<file path="config.mk">
export PLATFORM = sky130hd
export DESIGN_NAME = matrix_result_reader
export DESIGN_NICKNAME = d
export VERILOG_FILES = /design/src/rtl/matrix_result_reader.sv
export SDC_FILE = /design/constraint.sdc
export NUM_CORES = 1
export LEC_CHECK = 0
export CORE_UTILIZATION = 45
export CTS_CLUSTER_SIZE = 24
export DETAILED_ROUTE_END_ITERATION = 12
export PLACE_DENSITY = 0.78
export SETUP_SLACK_MARGIN = 0.2
export SYNTH_ARGS = -nofsm -noshare
export SYNTH_HDL_FRONTEND = slang
export SYNTH_SLANG_ARGS = --single-unit
</file>
<file path="constraint.sdc">
create_clock -name clock -period 7.07 [get_ports clock]
set_input_delay 1.0605 -clock clock [delete_from_list [all_inputs] [get_ports clock]]
set_output_delay 1.0605 -clock clock [all_outputs]
set_load 0.005 [all_outputs]
</file>
<file path="src/rtl/matrix_result_reader.sv">
// Result-RAM read-out: fetches N*N entries row-major and shows value/index on six 7-seg digits.
// Scrolls automatically every DWELL+2 cycles, or one entry per step pulse in manual mode.
module matrix_result_reader #(
   parameter int N     = 4,
   parameter int W     = 16,
   parameter int DWELL = 50_000_000,
   parameter int AW    = $clog2(N*N)
) (
   input  logic          clock,
   input  logic          resetN,
   input  logic          start,
   input  logic          disp_sel,
   input  logic          step,
   output logic          rd_en,
   output logic [AW-1:0] rd_addr,
   input  logic [W-1:0]  rd_data,
   output logic          busy,
   output logic [6:0]    HEX0,
   output logic [6:0]    HEX1,
   output logic [6:0]    HEX2,
   output logic [6:0]    HEX3,
   output logic [6:0]    HEX4,
   output logic [6:0]    HEX5
);

   localparam int              CW      = (DWELL > 1) ? $clog2(DWELL) : 1;
   localparam logic [AW-1:0]   LAST    = AW'(N*N-1);
   localparam logic [CW-1:0]   CNT_END = CW'(DWELL-1);
   localparam logic [6:0]      BLANK   = 7'h7F;

   typedef enum logic [1:0] {IDLE, REQ, WAIT, SHOW} state_t;

   state_t        state, state_nx;
   logic [AW-1:0] idx;
   logic [CW-1:0] cnt;
   logic          start_low_q;   // previous start sample was low; 0 after reset so a held start cannot launch
   logic          sel_q;
   logic          launch, sel_chg;
   logic          adv, latch, cnt_clr, cnt_inc;
   logic [15:0]   val_ext;
   logic [7:0]    idx_ext;

   function automatic logic [6:0] seg7(input logic [3:0] d);
      logic [6:0] s;
      unique case (d)
         4'h0: s = 7'h40;  4'h1: s = 7'h79;  4'h2: s = 7'h24;  4'h3: s = 7'h30;
         4'h4: s = 7'h19;  4'h5: s = 7'h12;  4'h6: s = 7'h02;  4'h7: s = 7'h78;
         4'h8: s = 7'h00;  4'h9: s = 7'h10;  4'hA: s = 7'h08;  4'hB: s = 7'h03;
         4'hC: s = 7'h46;  4'hD: s = 7'h21;  4'hE: s = 7'h06;  default: s = 7'h0E;
      endcase
      return s;
   endfunction

   assign launch  = start & start_low_q;
   assign sel_chg = disp_sel ^ sel_q;
   assign rd_en   = (state == REQ);
   assign rd_addr = idx;
   assign busy    = (state != IDLE);
   assign val_ext = 16'(rd_data);
   assign idx_ext = 8'(idx);

   always_ff @(posedge clock or negedge resetN) begin
      if (!resetN) state <= IDLE;
      else         state <= state_nx;
   end

   always_comb begin
      state_nx = state;
      adv      = 1'b0;
      latch    = 1'b0;
      cnt_clr  = 1'b0;
      cnt_inc  = 1'b0;
      case (state)
         IDLE: if (launch) state_nx = REQ;
         REQ:  state_nx = WAIT;
         WAIT: begin
            latch    = 1'b1;
            cnt_clr  = 1'b1;
            state_nx = SHOW;
         end
         SHOW: begin
            if (disp_sel) begin
               cnt_clr = sel_chg;
               if (step) begin
                  adv      = 1'b1;
                  state_nx = REQ;
               end
            end else if (sel_chg) begin
               // switching back to auto restarts the dwell for the entry on display
               cnt_clr = 1'b1;
            end else if (cnt == CNT_END) begin
               adv      = 1'b1;
               state_nx = REQ;
            end else begin
               cnt_inc = 1'b1;
            end
         end
         default: state_nx = IDLE;
      endcase
   end

   always_ff @(posedge clock or negedge resetN) begin
      if (!resetN) begin
         start_low_q <= 1'b0;
         sel_q       <= 1'b0;
         idx         <= '0;
         cnt         <= '0;
         HEX0        <= BLANK;
         HEX1        <= BLANK;
         HEX2        <= BLANK;
         HEX3        <= BLANK;
         HEX4        <= BLANK;
         HEX5        <= BLANK;
      end else begin
         start_low_q <= ~start;
         sel_q       <= disp_sel;
         if (adv) idx <= (idx == LAST) ? '0 : idx + AW'(1);
         if (cnt_clr)      cnt <= '0;
         else if (cnt_inc) cnt <= cnt + CW'(1);
         if (latch) begin
            HEX0 <= seg7(val_ext[3:0]);
            HEX1 <= seg7(val_ext[7:4]);
            HEX2 <= seg7(val_ext[11:8]);
            HEX3 <= seg7(val_ext[15:12]);
            HEX4 <= seg7(idx_ext[3:0]);
            HEX5 <= seg7(idx_ext[7:4]);
         end
      end
   end

endmodule

</file>
==> results.txt, run 1 <==
The run finished with clean final reports. Clock tree synthesis inserted a total of 9 buffers. The part of the power in registers was 38.1%; the switching component of the power was 0.000664 W. Clock latency on the worst-skew pair, taken at its later pin, is 0.35 ns.

The design draws 0.00187 W. The vertical extent of the die is 103 um. Once the clock tree was built, the setup fixing pass inserted 0 buffers. The portion of synthesized cell area occupied by the leading cell type came out at 20.7%. STA classifies the critical path endpoint as a flop.

The largest clock skew in the final design was 0.0117 ns; the number of optimization iterations in the first detailed-route pass was 5. The synthesized-area fraction occupied by ao, oa, aoi and oai cells was 14.9%; the total of flip-flops plus latches after synthesis was 70. The sequential area share after synthesis is 39.3%, and the number of placed instances with taps included is 666. The logs give 0 for the number of max-slew violations in the final report and 498 for the cell count after synthesis. The worst hold path belongs to the class flop to flop. Summed over all cells, the static leakage comes to 2.35 nW. The run gives 0 as the yosys synthesis warning count. For the number of antenna violations at the first check in global routing, the log shows 0. The tree is rooted in a sky130_fd_sc_hd__clkbuf_8. The tool flagged a number of max-cap violations equal to 0. After global routing the overflow that remains totals 0. In this run, the clock network consumes 19.5% of the power. The placer's final routability congestion estimate was 0.839. The mapped netlist covers 4570 um^2.

The internal power is 0.00121 W, and the sink count of the clock tree is 70. Number of H-tree levels: 3. Once the clock tree was built, the resizer swapped 0 gates to a different size. Entering global routing, the biggest net connects 72 pins. VDD sags by at most 202 uV. The synthesized netlist devotes 1.53% of its cell area to XOR and XNOR gates. Global routing consumed, over all layers together, 21.1% of the routing resources. The total area inside the core boundary comes to 9820 um^2. The tools report the maximum number of buffers from clock root to sink as 2. Among all stages on the critical path, the largest delay is contributed by sky130_fd_sc_hd__or4_2. Largest fanout on the critical path: 35.

The area growth from synthesis to layout is 19.6%. The number of nets in the synthesized netlist is 556. The worst setup path is launched from an input port. Yosys instantiated no cell more often than sky130_fd_sc_hd__nor2_1. Setup violations remaining at the end of the flow were counted as 0. The uppermost signal routing layer after detailed routing was met4. The average cell area after synthesis was 9.18 um^2. Derived from the worst setup path, the maximum achievable clock frequency is 0.326 GHz. After synthesis, the share of flip-flops with an asynchronous set or reset is 100%. Of the cells placed in the final design, the portion with a size suffix greater than 1 is 13.8%. Measured against its own limit, the worst slew margin works out to 31.0%.

Post-route cell area: 5460 um^2. The number of placement rows is 36, and the share of power burned in combinational logic is 42.4%. The multiplexer share of the synthesized area is 8.27%. The final hold violation count was 0. Data on the critical path arrives at its endpoint at 3.33 ns. The delay of the slowest cell on the worst path was 0.69 ns; the final wirelength was 10200 um.

The power per unit of standard cell area was 343 nW/um^2. The logs give 0 for the residual antenna-violating net count after detailed routing and 0.474 ns for the post-route worst hold slack. The cell area reported after detailed placement is 5240 um^2, and the data required time at the worst endpoint is 7.34 ns.

The number of design rule violations left after detail routing was 0; the number of flops mapped to enable cells by yosys was 0. In this run the count of I/O pins placed on the die edge is 69. After layout, the worst path uses 43.3% of the clock period. The first routing iteration left 166 violations. Setup repair after global routing left no endpoint under its margin. Net switching is 35.5% of the power.

In the detailed route, the total length drawn on met2 is 4910 um. In the final routing, the length of wire on met1 measures 4470 um. The simple logic cell fraction of the synthesized area is 19.7%. The most used flip-flop cell after synthesis is sky130_fd_sc_hd__dfstp_2. 0 antenna diodes ended up in the layout.

The wire length of the first global-routing pass was 17600 um. Traced cell by cell, the critical path runs through clkdlybuf4s50_1, inv_1, ha_1, and3_1, o21ai_4, or4_2, a21oi_1. The post-synthesis adder-cell area fraction was 10.1%. The routed design uses 630 um of met3 wire.

After detailed routing, the number of vias per cell comes to 5.62. The number of hold buffers added after CTS was 0. TritonCTS built the clock tree. After clock tree synthesis, the clock-pin slew on the worst setup and hold paths is 0.08 ns. For the finished layout, the period the worst path requires is 3.06 ns.

The final route contains 3833 vias. At the end of the flow, the number of nets in the layout was 602. The count of cells in the finished layout, fillers not included, comes to 682.

The number of I/O port buffers is 67. The post-detailed-placement half-perimeter wirelength was 6990 um. The number of buffers and inverters on the critical path came out at 2.

After synthesis, the largest family of logic cells by area is simple AND/OR/NAND/NOR gates. Counting the fill cells in the layout gives 883. Ranked by instance count, the synthesized netlist is headed by 70 x sky130_fd_sc_hd__nor2_1, 46 x sky130_fd_sc_hd__a21oi_1, 41 x sky130_fd_sc_hd__nand2_1.

The critical path is of the input port to flop type. At the pin with the least slew margin, the transition time is 1.03 ns. The cell type with the highest aggregate area in the netlist was sky130_fd_sc_hd__dfstp_2.

Number of global-route vias before repair: 3849. The horizontal die dimension works out to 103 um. Family with the most delay on the worst path: simple AND/OR/NAND/NOR gates. Adding up every negative setup slack in the final design gives 0 ns.

The logs give 46.5% for the effective utilization at floorplan and 51 for the number of distinct library cells after synthesis. The tools report the full die area as 10600 um^2. By area the synthesized netlist is led by sky130_fd_sc_hd__dfstp_2 21%, sky130_fd_sc_hd__dfrtp_1 19%, sky130_fd_sc_hd__ha_1 10%. Dividing the detail-routed wire length by the instance count gives 14.9 um.
[placed cells by master, fill, tap and decap left out, types with 13 or more instances in the layout]
| cell type | instances |
|---|---|
| sky130_fd_sc_hd__nor2_1 | 70 |
| sky130_fd_sc_hd__nand2_1 | 41 |
| sky130_fd_sc_hd__nand3_1 | 13 |
| sky130_fd_sc_hd__a21oi_1 | 46 |
| sky130_fd_sc_hd__dfstp_2 | 36 |
| sky130_fd_sc_hd__ha_1 | 36 |
| sky130_fd_sc_hd__dfrtp_1 | 34 |
| sky130_fd_sc_hd__inv_1 | 27 |
| sky130_fd_sc_hd__clkdlybuf4s50_1 | 66 |
| sky130_fd_sc_hd__nor3_1 | 13 |
| sky130_fd_sc_hd__mux2i_1 | 13 |
[cell families after synthesis]
group,count (synthesis)
xor+xnor,8
fa+ha+maj,37
compound gates,105
flops,70
other cells,1
mux,30
simple gates,186
buf+inv,61
[sequential cells by signal (all words and copies together) (netlist names)]
register	count
HEX5	1
cnt	26
rd_addr	4
HEX3	7
start_low_q	1
state	2
HEX0	7
HEX4	7
HEX2	7
HEX1	7
sel_q	1
[power groups by stage]
stage	registers (W)	logic (W)	clock network, W
after global placement	0.000710	0.000769	0
after CTS	0.000713	0.000803	0.000373
after detailed placement	0.000716	0.000799	0
final	0.000712	0.000794	0.000365
after global routing	0.000733	0.000892	0.000389
after floorplan	0.000689	0.000459	0
[final timing paths]
| kind | slack, ns | cells past startpoint | end | from |
|---|---|---|---|---|
| worst max-delay path | 4.01 | 7 | cnt[18]$_DFFE_PN0P_ | disp_sel |
| worst min-delay path | 0.47 | 2 | HEX4[0]$_DFFE_PN1N_ | HEX4[0]$_DFFE_PN1N_ |
| worst max register to register | 4.45 | 5 | cnt[24]$_DFFE_PN0P_ | cnt[18]$_DFFE_PN0P_ |
| worst min register to register | 0.47 | 2 | HEX4[0]$_DFFE_PN1N_ | HEX4[0]$_DFFE_PN1N_ |
| max in group asynchronous | 5.60 | 2 | cnt[4]$_DFFE_PN0P_ | resetN |
| min in group asynchronous | 0.91 | 2 | state[0]$_DFFE_PN0P_ | resetN |
[worst reg2reg max path, cell delays in order (launching register included)]
cell and delay, ns:
sky130_fd_sc_hd__dfrtp_1 0.41, sky130_fd_sc_hd__or4b_1 0.53, sky130_fd_sc_hd__or4_4 0.54, sky130_fd_sc_hd__o21ai_4 0.63
sky130_fd_sc_hd__and2_1 0.28, sky130_fd_sc_hd__a221o_1 0.16
[layer usage]
layer | vias to the layer above | GRT usage [%]
met5 | - | 0
met4 | 0 | 6.83
met3 | 15 | 5.76
met2 | 107 | 36.2
met1 | 1843 | 25.7
li1 | 1868 | -
[area by class of cell]
cell class / count / area, um^2 / share of cell area (%)
Multi-Input combinational cell: 367 / 2500 / 45.7
Clock buffer: 9 / 124 / 2.27
Clock inverter: 7 / 96.3 / 1.76
Sequential cell: 70 / 1800 / 32.9
Tap cell: 133 / 166 / 3.05
Timing Repair Buffer: 69 / 681 / 12.5
Inverter: 27 / 101 / 1.86
[per-stage QoR]
stage / util (%) / setup WS, ns
final: 55.6 / 4.01
after global routing: 55.6 / 3.86
after CTS: 55.6 / 4.05
after detailed placement: 53.4 / 3.68
after global placement: 53.4 / 3.76
after floorplan: - / 4.55
Power figures use the tool's default switching activity.
==> run 2, diff against run 1 <==
- PLACE_DENSITY: 0.78 -> 0.81
- clock period: 7.07 -> 2.61 ns (I/O delays scaled with it)
==> run 2 against run 1 <==
Core utilization increased by 0.98 points. Final cell count increased by 1.2%. Clock skew increased by 0.00073 ns. Critical path depth decreased by 2. Clock power increased to 2.8 times the previous value. Power increased to 2.7 times the previous value. Hold slack got worse by 0.41 ns. Clock-buffer cell count increased by 4. Register-to-register slack got worse by 4.2 ns. Sequential power increased to 2.7 times the previous value. Largest cell class unchanged.
==> results.txt, run 2 (same netlist as run 1, synthesis figures left out) <==
The flow ran to the end, and the final reports show no timing, DRC or antenna violations. The detailed-route via count is 3798 (-0.91%), and the horizontal die dimension is 103 um (unchanged). Static timing analysis puts the maximum clock frequency at 0.423 GHz. The largest fanout on the critical path came out at 9 (-74%).

The peak supply drop was 609 uV (+200%). The critical path class is flop to flop. CTS placed an instance of sky130_fd_sc_hd__clkbuf_8 at the clock tree root. The data arrival time of the critical path is 2.60 ns (-0.73 ns), and the number of design rule violations left after detail routing is 0 (unchanged). The power per unit of standard cell area is 925 nW/um^2 (+170%). For the number of max-slew violations in the final report, the log shows 0 (unchanged).

STA classifies the critical path startpoint as a flop. The logs give 2.39 nW (+1.6%) for the leakage dissipation and 9820 um^2 (unchanged) for the standard cell core area. For the number of placement rows, the log shows 36 (unchanged). The actual transition at the worst max-transition pin was 0.649 ns (-0.386 ns); the clock edge transition at the registers on the reported setup and hold paths was 0.08 ns (about the same). In this run the worst hold path is classified as input port to asynchronous set/reset pin. In this run the worst setup path begins at cnt[18]$_DFFE_PN0P_. The residual antenna-violating net count after detailed routing is 0 (unchanged), and the shortest period the worst path allows is 2.37 ns. Cell area reported after detailed placement: 5320 um^2 (+1.4%). The relative slew slack was 56.8% (+26 points). Sink count of the clock tree: 70 (unchanged). The wire length of the first global-routing pass was 17700 um (+0.63%); the number of optimization iterations in the first detailed-route pass was 4 (-1). The top cell types in the final layout, fill and taps aside, are 70 x sky130_fd_sc_hd__nor2_1, 66 x sky130_fd_sc_hd__clkdlybuf4s50_1, 46 x sky130_fd_sc_hd__a21oi_1, 41 x sky130_fd_sc_hd__nand2_1. The area added between synthesis and finish was 21.7%; the remaining global-route overflow was 0 (unchanged). The final core utilization was 56.6% (+0.98 points); the per-cell routed wire length was 14.9 um (about the same). The tools report the final sum of negative setup slack as 0 ns (unchanged). Setup repair after global routing could not meet its margin everywhere. The logs give 46.5% (unchanged) for the effective utilization at floorplan and 0 (unchanged) for the number of failing setup endpoints in the final timing report. Traced cell by cell, the critical path runs through or4b_1, or4_4, o211a_2, a22o_1, a22o_1. The maximum number of buffers from clock root to sink came out at 2 (unchanged). The tools report the clock latency reported for the late side of the worst-skew pair as 0.35 ns (about the same). The routed via count divided by cell count is 5.50 (-2.1%).

The max-cap violation count was 0 (unchanged). The number of global-route vias before repair is 3726 (-3.2%), and the count of boundary I/O pins is 69 (unchanged). The logs give 0 (unchanged) for the final hold violation count and 0.892 (+6.3%) for the placer's final routability congestion estimate. For the full die area, the log shows 10600 um^2 (unchanged). The worst setup path is captured at a flop. Delay of the slowest cell on the worst path: 0.54 ns (-0.15 ns). The logs give 2.85 ns (-4.49 ns) for the data required time at the worst endpoint and 3 (unchanged) for the number of H-tree levels. TritonCTS built the clock tree. The logs give 0 (unchanged) for the diode insertion count for antenna repair and 10300 um (+1.2%) for the final wirelength.

The run gives 5560 um^2 (+1.8%) as the post-route cell area. Most frequent standard cell in the layout excluding fill and tap cells: sky130_fd_sc_hd__nor2_1. The fraction of final layout cells sized beyond drive strength 1 was 15.3% (+1.4 points); the final layout net count was 610 (+1.3%). The logs give 21.4% (+0.33 points) for the total global routing track utilization and 9 (unchanged) for the number of CTS-inserted buffers. The largest clock skew in the final design was 0.0124 ns (+0.000726 ns); the final critical-path share of the clock period was 90.7%. The largest net degree at the start of global routing is 68 (-5.6%). For the number of antenna violations at the first check in global routing, the log shows 0 (unchanged). Counting flops per register, the top entry is cnt. Number of I/O port buffers: 67 (unchanged). Number of flip-flops under the largest register name: 26 (unchanged). In this run the critical register-to-register path is launched from cnt[18]$_DFFE_PN0P_. The vertical extent of the die was 103 um (unchanged).

Counting stages on the worst path, the most repeated cell is sky130_fd_sc_hd__a22o_1. The run gives 7250 um (+3.8%) as the post-detailed-placement half-perimeter wirelength. The slowest cell on the critical path is sky130_fd_sc_hd__or4_4.

The detailed router's first-iteration violation count came out at 213 (+28%).
run 2: changes by cell type in the layout (fill, tap and decap cells not counted), moves of 2 or more:
cell	previous run	this run
sky130_fd_sc_hd__buf_4	2	8
sky130_fd_sc_hd__clkbuf_1	0	2
sky130_fd_sc_hd__clkbuf_8	9	11
sky130_fd_sc_hd__clkinv_2	2	0
sky130_fd_sc_hd__inv_6	2	0
run 2: area by class of cell:
type / count / area, um^2
clock buffers: 13 / 159
clock inverters: 3 / 67.6
fillers: 895 / 4260
inverters: 27 / 101
multi-input cells: 367 / 2510
flip-flops and latches: 70 / 1800
well taps: 133 / 166
repair buffers: 77 / 761
run 2: per-layer routing:
metal  global-route usage, %  wire [um]
met4                    6.61         91
met1                    28.5       4600
met3                    5.42        694
met5                       0          0
met2                    34.4       4910
run 2: worst max-delay path, delay by kind of cell (launching register included):
family	cells	cell delay [ns]
and+or+nand+nor	2	1.07
DFF	1	0.42
AOI/OAI and AO/OA	3	0.76
run 2: path summary, 6_finish.rpt:
| check | end | slack (ns) | cells past startpoint |
|---|---|---|---|
| setup / recovery | cnt[13]$_DFFE_PN0P_ | 0.24 | 5 |
| hold / removal | cnt[23]$_DFFE_PN0P_ | 0.07 | 1 |
| setup reg to reg | cnt[13]$_DFFE_PN0P_ | 0.24 | 5 |
| hold reg to reg | HEX4[0]$_DFFE_PN1N_ | 0.47 | 2 |
| max in group asynchronous | HEX0[2]$_DFFE_PN1N_ | 1.82 | 2 |
| min in group clock | HEX4[0]$_DFFE_PN1N_ | 0.47 | 2 |
run 2: per-stage QoR:
step	hold WS [ns]	setup slack, ns	instances	total power, W
global placement	0.446	0.182	674	0.00406
global route	0.108	0.177	690	0.00555
CTS	0.0810	0.205	690	0.00519
detailed placement	0.458	0.154	674	0.00414
floorplan	0.0959	0.355	498	0.00311
finish	0.0656	0.243	690	0.00514
run 2: report_power, final:
group | switching [W] | internal, W
sequential | 0.000302 | 0.00162
clock | 0.000425 | 0.000592
combinational | 0.00106 | 0.00114
run 2: what timing repair did:
item                                    in CTS  in global routing
hold buffers                                 0                  0
setup buffers                                0                  0
resized for setup                            0                  5
endpoints found under the setup margin       0                 17
